[src/rtl/cpu_defs_pkg.sv]
// Shared definitions for the hardwired datapath controller:
// opcodes, state encoding, IR field positions and opcode classification.
package cpu_defs_pkg;

  localparam int OPC_W    = 5;
  localparam int REG_W    = 4;
  localparam int NUM_REGS = 16;

  localparam int OPC_LSB = 27;
  localparam int RA_LSB  = 23;
  localparam int RB_LSB  = 19;
  localparam int RC_LSB  = 15;

  localparam logic [OPC_W-1:0] OP_ADD  = 5'b00011;
  localparam logic [OPC_W-1:0] OP_SUB  = 5'b00100;
  localparam logic [OPC_W-1:0] OP_AND  = 5'b00101;
  localparam logic [OPC_W-1:0] OP_OR   = 5'b00110;
  localparam logic [OPC_W-1:0] OP_ROR  = 5'b00111;
  localparam logic [OPC_W-1:0] OP_ROL  = 5'b01000;
  localparam logic [OPC_W-1:0] OP_SHR  = 5'b01001;
  localparam logic [OPC_W-1:0] OP_SHRA = 5'b01010;
  localparam logic [OPC_W-1:0] OP_SHL  = 5'b01011;
  localparam logic [OPC_W-1:0] OP_MUL  = 5'b01111;
  localparam logic [OPC_W-1:0] OP_DIV  = 5'b10000;
  localparam logic [OPC_W-1:0] OP_NEG  = 5'b10001;
  localparam logic [OPC_W-1:0] OP_NOT  = 5'b10010;
  localparam logic [OPC_W-1:0] OP_NOP  = 5'b11010;
  localparam logic [OPC_W-1:0] OP_HALT = 5'b11011;

  localparam logic [3:0] ST_IDLE = 4'd0;
  localparam logic [3:0] ST_T0   = 4'd1;
  localparam logic [3:0] ST_T1   = 4'd2;
  localparam logic [3:0] ST_T2   = 4'd3;
  localparam logic [3:0] ST_T3   = 4'd4;
  localparam logic [3:0] ST_T4   = 4'd5;
  localparam logic [3:0] ST_T5   = 4'd6;
  localparam logic [3:0] ST_T6   = 4'd7;
  localparam logic [3:0] ST_HALT = 4'd8;

  typedef enum logic [3:0] {
    S_IDLE = ST_IDLE,
    S_T0   = ST_T0,
    S_T1   = ST_T1,
    S_T2   = ST_T2,
    S_T3   = ST_T3,
    S_T4   = ST_T4,
    S_T5   = ST_T5,
    S_T6   = ST_T6,
    S_HALT = ST_HALT
  } state_e;

  typedef enum logic [2:0] {
    CLS_BINARY,
    CLS_UNARY,
    CLS_NOP,
    CLS_HALT,
    CLS_ILLEGAL
  } op_class_e;

  function automatic op_class_e classify_op(input logic [OPC_W-1:0] opc);
    case (opc)
      OP_ADD, OP_SUB, OP_AND, OP_OR, OP_ROR, OP_ROL,
      OP_SHR, OP_SHRA, OP_SHL, OP_MUL, OP_DIV: classify_op = CLS_BINARY;
      OP_NEG, OP_NOT:                          classify_op = CLS_UNARY;
      OP_NOP:                                  classify_op = CLS_NOP;
      OP_HALT:                                 classify_op = CLS_HALT;
      default:                                 classify_op = CLS_ILLEGAL;
    endcase
  endfunction

  // mul/div write a 64-bit product/quotient pair and need the extra HI cycle.
  function automatic logic is_muldiv(input logic [OPC_W-1:0] opc);
    is_muldiv = (opc == OP_MUL) || (opc == OP_DIV);
  endfunction

endpackage

[src/rtl/reg_select_decoder.sv]
// 4-to-16 one-hot general-purpose-register select; all zero when disabled.
module reg_select_decoder
  import cpu_defs_pkg::*;
(
  input  logic [REG_W-1:0]    idx_i,
  input  logic                en_i,
  output logic [NUM_REGS-1:0] onehot_o
);

  always_comb begin
    onehot_o = '0;
    if (en_i) begin
      onehot_o[idx_i] = 1'b1;
    end
  end

endmodule

[src/rtl/alu_control_unit.sv]
// Hardwired Moore controller sequencing the datapath through fetch (T0-T2),
// decode (T3) and execute (T4-T6) for ALU, mul/div, nop and halt instructions.
module alu_control_unit
  import cpu_defs_pkg::*;
#(
  parameter int unsigned MEM_WAIT = 0
) (
  input  logic        Clock,
  input  logic        clear,
  input  logic        run,
  input  logic [31:0] IR,
  output logic        PCout,
  output logic        Zhighout,
  output logic        Zlowout,
  output logic        MDRout,
  output logic        HIout,
  output logic        LOout,
  output logic        MARin,
  output logic        Zin,
  output logic        PCin,
  output logic        MDRin,
  output logic        IRin,
  output logic        Yin,
  output logic        HIin,
  output logic        LOin,
  output logic        IncPC,
  output logic        Read,
  output logic [15:0] Rin,
  output logic [15:0] Rout,
  output logic [4:0]  alu_op,
  output logic        busy,
  output logic        halted,
  output logic        illegal
);

  localparam logic [3:0] WAIT_LAST = 4'(MEM_WAIT);

  state_e     state_q, state_d;
  logic [3:0] cnt_q, cnt_d;

  logic [OPC_W-1:0] opcode;
  logic [REG_W-1:0] ra, rb, rc;
  op_class_e        op_class;
  logic             op_muldiv;

  logic             rin_en, rout_en;
  logic [REG_W-1:0] rin_idx, rout_idx;

  logic unused_ir_bits;

  assign opcode    = IR[OPC_LSB +: OPC_W];
  assign ra        = IR[RA_LSB +: REG_W];
  assign rb        = IR[RB_LSB +: REG_W];
  assign rc        = IR[RC_LSB +: REG_W];
  assign op_class  = classify_op(opcode);
  assign op_muldiv = is_muldiv(opcode);
  assign unused_ir_bits = ^IR[RC_LSB-1:0];

  // No instruction in this set transfers HI/LO back onto the bus.
  assign HIout = 1'b0;
  assign LOout = 1'b0;

  assign busy   = (state_q != S_IDLE) && (state_q != S_HALT);
  assign halted = (state_q == S_HALT);

  always_ff @(posedge Clock) begin
    if (clear) begin
      state_q <= S_IDLE;
      cnt_q   <= '0;
    end else begin
      state_q <= state_d;
      cnt_q   <= cnt_d;
    end
  end

  // The T1 wait counter only advances while the memory read is still pending,
  // so it reads zero on every entry into T1.
  always_comb begin
    cnt_d = '0;
    if ((state_q == S_T1) && (cnt_q != WAIT_LAST)) begin
      cnt_d = cnt_q + 4'd1;
    end
  end

  always_comb begin
    state_d  = state_q;
    PCout    = 1'b0;
    Zhighout = 1'b0;
    Zlowout  = 1'b0;
    MDRout   = 1'b0;
    MARin    = 1'b0;
    Zin      = 1'b0;
    PCin     = 1'b0;
    MDRin    = 1'b0;
    IRin     = 1'b0;
    Yin      = 1'b0;
    HIin     = 1'b0;
    LOin     = 1'b0;
    IncPC    = 1'b0;
    Read     = 1'b0;
    alu_op   = '0;
    illegal  = 1'b0;
    rin_en   = 1'b0;
    rin_idx  = ra;
    rout_en  = 1'b0;
    rout_idx = rb;

    case (state_q)
      S_IDLE: begin
        if (run) state_d = S_T0;
      end
      S_T0: begin
        PCout   = 1'b1;
        MARin   = 1'b1;
        IncPC   = 1'b1;
        Zin     = 1'b1;
        state_d = S_T1;
      end
      S_T1: begin
        Read = 1'b1;
        if (cnt_q == 4'd0) begin
          Zlowout = 1'b1;
          PCin    = 1'b1;
        end
        if (cnt_q == WAIT_LAST) begin
          MDRin   = 1'b1;
          state_d = S_T2;
        end
      end
      S_T2: begin
        MDRout  = 1'b1;
        IRin    = 1'b1;
        state_d = S_T3;
      end
      S_T3: begin
        case (op_class)
          CLS_BINARY: begin
            rout_en  = 1'b1;
            rout_idx = rb;
            Yin      = 1'b1;
            state_d  = S_T4;
          end
          CLS_UNARY:   state_d = S_T4;
          CLS_HALT:    state_d = S_HALT;
          CLS_ILLEGAL: begin
            illegal = 1'b1;
            state_d = run ? S_T0 : S_IDLE;
          end
          default:     state_d = run ? S_T0 : S_IDLE;
        endcase
      end
      // Unary ops take their single operand from rb; binary ops pair Y with rc.
      S_T4: begin
        alu_op   = opcode;
        Zin      = 1'b1;
        rout_en  = 1'b1;
        rout_idx = (op_class == CLS_UNARY) ? rb : rc;
        state_d  = S_T5;
      end
      S_T5: begin
        Zlowout = 1'b1;
        if (op_muldiv) begin
          LOin    = 1'b1;
          state_d = S_T6;
        end else begin
          rin_en  = 1'b1;
          rin_idx = ra;
          state_d = run ? S_T0 : S_IDLE;
        end
      end
      S_T6: begin
        Zhighout = 1'b1;
        HIin     = 1'b1;
        state_d  = run ? S_T0 : S_IDLE;
      end
      S_HALT: begin
        state_d = S_HALT;
      end
      default: begin
        state_d = S_IDLE;
      end
    endcase
  end

  reg_select_decoder u_rin_dec (
    .idx_i    (rin_idx),
    .en_i     (rin_en),
    .onehot_o (Rin)
  );

  reg_select_decoder u_rout_dec (
    .idx_i    (rout_idx),
    .en_i     (rout_en),
    .onehot_o (Rout)
  );

endmodule
[config.mk]
export PLATFORM = sky130hd
export DESIGN_NAME = alu_control_unit
export DESIGN_NICKNAME = d
export VERILOG_FILES = /design/src/rtl/cpu_defs_pkg.sv /design/src/rtl/reg_select_decoder.sv /design/src/rtl/alu_control_unit.sv
export SDC_FILE = /design/constraint.sdc
export NUM_CORES = 1
export LEC_CHECK = 0
export ABC_AREA = 1
export CORE_MARGIN = 2
export CORE_UTILIZATION = 34
export DETAILED_ROUTE_END_ITERATION = 7
export PLACE_DENSITY = 0.85
export SLEW_MARGIN = 20
export SYNTH_ARGS = -nofsm -noshare
export SYNTH_HDL_FRONTEND = slang
export SYNTH_SLANG_ARGS = --single-unit
export TNS_END_PERCENT = 10
[constraint.sdc]
create_clock -name Clock -period 2.2 [get_ports Clock]
set_input_delay 0.22 -clock Clock [delete_from_list [all_inputs] [get_ports Clock]]
set_output_delay 0.22 -clock Clock [all_outputs]
set_load 0.02 [all_outputs]
==> reports/summary.md <==
* dpl hpwl: 2.904 mm
* Clk network pwr share: 0.200
* Core Region: 0.003003 mm^2
* highest metal layer used by the detailed router: met4
* remaining routing DRC violations: 0
* Final Power: 0.5507 mW
* initial core utilization: 0.3521
* pin count of the biggest net entering global routing: 10
* critical path launch point: IR[27]
* violations in the final reports: setup timing
* per-cell routed wire length: 11.83 um
* root buffer selected by CTS: clkbuf_4
* Sink Count: 8
* insertion delay of the later-clocked pin in the worst-skew pair: 250 ps
* antenna-violating nets left: 0
* Routed met3 length: 276 um
* total of warnings raised by yosys: 0
* final-report max-slew violation count: 0
* data required time of the critical path: 1980 ps
* number of endpoints failing setup at the final stage: 5
* routability-driven placement congestion ratio: 0.8600
* proportion of synthesized chip area in sequential cells: 0.1515
* unrepaired setup endpoints after global routing: true
* maximum level of the CTS H-tree: 1
* CTS Buf Count: 3
* overall fraction of global-route tracks in use: 0.2068
* sw power: 0.2116 mW
* maximum clock skew at final layout: 0.7865 ps
* placement row count: 20
* Vias/cell: 4.781
* share of the cycle needed by the critical path after routing: 1.014
* Iter 0 DRT Violations: 28
* leftover overflow at the end of global routing: 0
* number of unique standard cell types used by synthesis: 26
* number of I/O port buffers: 73
* signal arrival time at the worst endpoint: 2010 ps
* post-layout min period: 2231 ps
* post-synthesis cell area: 0.001057 mm^2
* number of violations of the max-capacitance limit: 0
* Yosys reg bits: 8
* number of cells traversed by the worst register-to-register path: 7
* final antenna diode count: 0
* Hold Path Class: register to register
* io pins: 91
* placed cell count: 310
* Met2 Wirelength: 1.939 mm
* hold path depth: 1
* Post-Layout Cell Count: 315
* # hold bufs at CTS: 0
* WL final: 3.728 mm
* total cell area at the placement stage: 0.001901 mm^2
* Switching Share: 0.3843
* Final Hold Violating Endpoints: 0
* Worst R2R Start: state_q[2]
* start-to-end type of the worst setup path: input port to output port
* Max FO, Critical Path: 5
* syn_area_per_cell: 5.450 um^2
* cell count after synthesis: 194
* worst hold margin: 464.7 ps
* final cell area excluding filler cells: 0.001903 mm^2
* first-pass GRT wire length: 5.844 mm
* startpoint of the lowest-slack hold path: cnt_q[0]
* Met1 Wirelength: 1.427 mm
* Fmax: 0.4483 GHz
* Horiz. Die Dim: 59.77 um
* clock-pin slew on the worst setup and hold paths: 50 ps
* cell area power density: 289.4 mW/mm^2
* Worst VDD drop: 0.3028 mV
* pre-CTS WS: -673.5 ps
* die area: 0.003572 mm^2
* die boundary height: 59.77 um
* clock tree from TritonCTS: done
* antenna violations before repair: 0
* sort of element at the start of the critical path: input port
* outcome: complete, but fails checks
* Setup crit end kind: output port
* ratio of cells with drive above 1 in the final layout: 0.3121
* buffer levels on the longest clock path: 2
* Area growth syn-to-layout: 80.00%
* leak pwr: 0.9959 nW
* number of iterations in the first detailed-routing pass: 4
* number of global-route vias before repair: 1398
* number of vias in the routed layout: 1506
* portion of total power attributed to sequential cells: 0.284
* PnR worst setup slack: -30.63 ps
* design internal power: 0.3391 mW
* relative contribution of combinational cells to total power: 0.516
* number of nets in the layout: 323
-- power by group through the flow --
stage / Combinational (mW) / Clock, mW / Sequential, mW
global placement: 0.268 / 0 / 0.159
detailed placement: 0.271 / 0 / 0.159
floorplan: 0.154 / 0 / 0.158
global route: 0.308 / 0.122 / 0.157
CTS: 0.279 / 0.113 / 0.156
finish: 0.284 / 0.110 / 0.156
-- critical path, cell delays in order --
cell and delay, ps:
dlygate4sd2_1 250, buf_4 140, ha_4 150, inv_1 70
nand3_1 80, nand3_1 120, nand2_2 100, nand2_4 120
buf_4 120, nand3_1 100, nand2_2 120, nand3_2 120
nor2_1 130, buf_4 160
-- stage by stage --
stage / utilization / setup TNS, ps
3_5_place_dp: 0.6329 / -17680
2_1_floorplan: - / 0
6_report: 0.6338 / -68.34
3_3_place_gp: 0.6329 / -15210
4_1_cts: 0.6321 / -18.13
5_1_grt: 0.6338 / -1717
-- sequential cells by signal, indices dropped and copies added (netlist names) --
register / flops
state_q: 4
cnt_q: 4
-- layout by cell type (no fill, tap or decap), types with 4 or more instances in the layout --
cell	synthesis	layout
buf_4	7	33
clkbuf_2	0	13
clkdlybuf4s50_1	0	28
dfxtp_1	8	8
dlygate4sd2_1	0	10
inv_1	25	24
inv_2	6	7
nand2_1	33	25
nand2_2	5	12
nand3_1	14	14
nand4_1	4	4
nor2_1	62	57
nor2_2	1	4
nor3_1	4	4
-- kinds of logic after synthesis --
logic type / count (synthesis) / share of synthesized area
simple gates: 132 / 0.5645
other cells: 1 / 0.003547
compound gates: 9 / 0.05680
buf+inv: 38 / 0.1598
flops: 8 / 0.1515
xor+xnor: 2 / 0.01657
fa+ha+maj: 4 / 0.04734
-- cells in the mapped netlist --
| cell type | count | area share |
|---|---|---|
| nand3b_1 | 1 | 0.0071 |
| nand3_1 | 14 | 0.066 |
| o21ai_0 | 1 | 0.0047 |
| conb_1 | 1 | 0.0035 |
| a21oi_1 | 3 | 0.014 |
| nand2_1 | 33 | 0.12 |
| dfxtp_1 | 8 | 0.15 |
| xor2_1 | 1 | 0.0083 |
| nor2_2 | 1 | 0.0059 |
| nand2_4 | 2 | 0.021 |
| buf_4 | 7 | 0.050 |
| o31ai_1 | 1 | 0.0071 |
| nand4_1 | 4 | 0.024 |
| ha_1 | 4 | 0.047 |
| nor2_1 | 62 | 0.22 |
| nand2_2 | 5 | 0.030 |
| nor2_4 | 1 | 0.011 |
| o21ai_2 | 1 | 0.0083 |
| nand3_2 | 4 | 0.038 |
| and2_1 | 1 | 0.0059 |
| a32oi_1 | 1 | 0.0083 |
| inv_1 | 25 | 0.089 |
| xnor2_1 | 1 | 0.0083 |
| o211ai_1 | 2 | 0.014 |
| inv_2 | 6 | 0.021 |
| nor3_1 | 4 | 0.019 |
-- repair_timing --
action / CTS / global route
hold endpoints to repair: 0 / 0
endpoints found under the setup margin: 40 / 35
setup buffers: 2 / 0
pin swaps: 7 / 2
resized for setup: 117 / 45
-- metal layers --
layer,up-vias,GRT usage
li1,772,-
met1,663,0.2289
met2,62,0.3882
met3,9,0.03247
met4,0,0.07937
met5,-,0
-- cell type report --
type / count / area [um^2]
tap: 33 / 41.29
inverter: 31 / 116.4
fill: 284 / 1100
timing repair buffer: 91 / 763.2
clock buffer: 3 / 22.52
sequential: 8 / 160.2
multi-input combinational: 149 / 799.5
-- final timing paths --
check	slack (ps)	to
worst max-delay path	-30	Rout[15]
worst min register to register	460	cnt_q[0]
worst max register to register	950	state_q[3]
worst min-delay path	460	cnt_q[0]
Note: power is estimated with default switching activity, not from simulation.
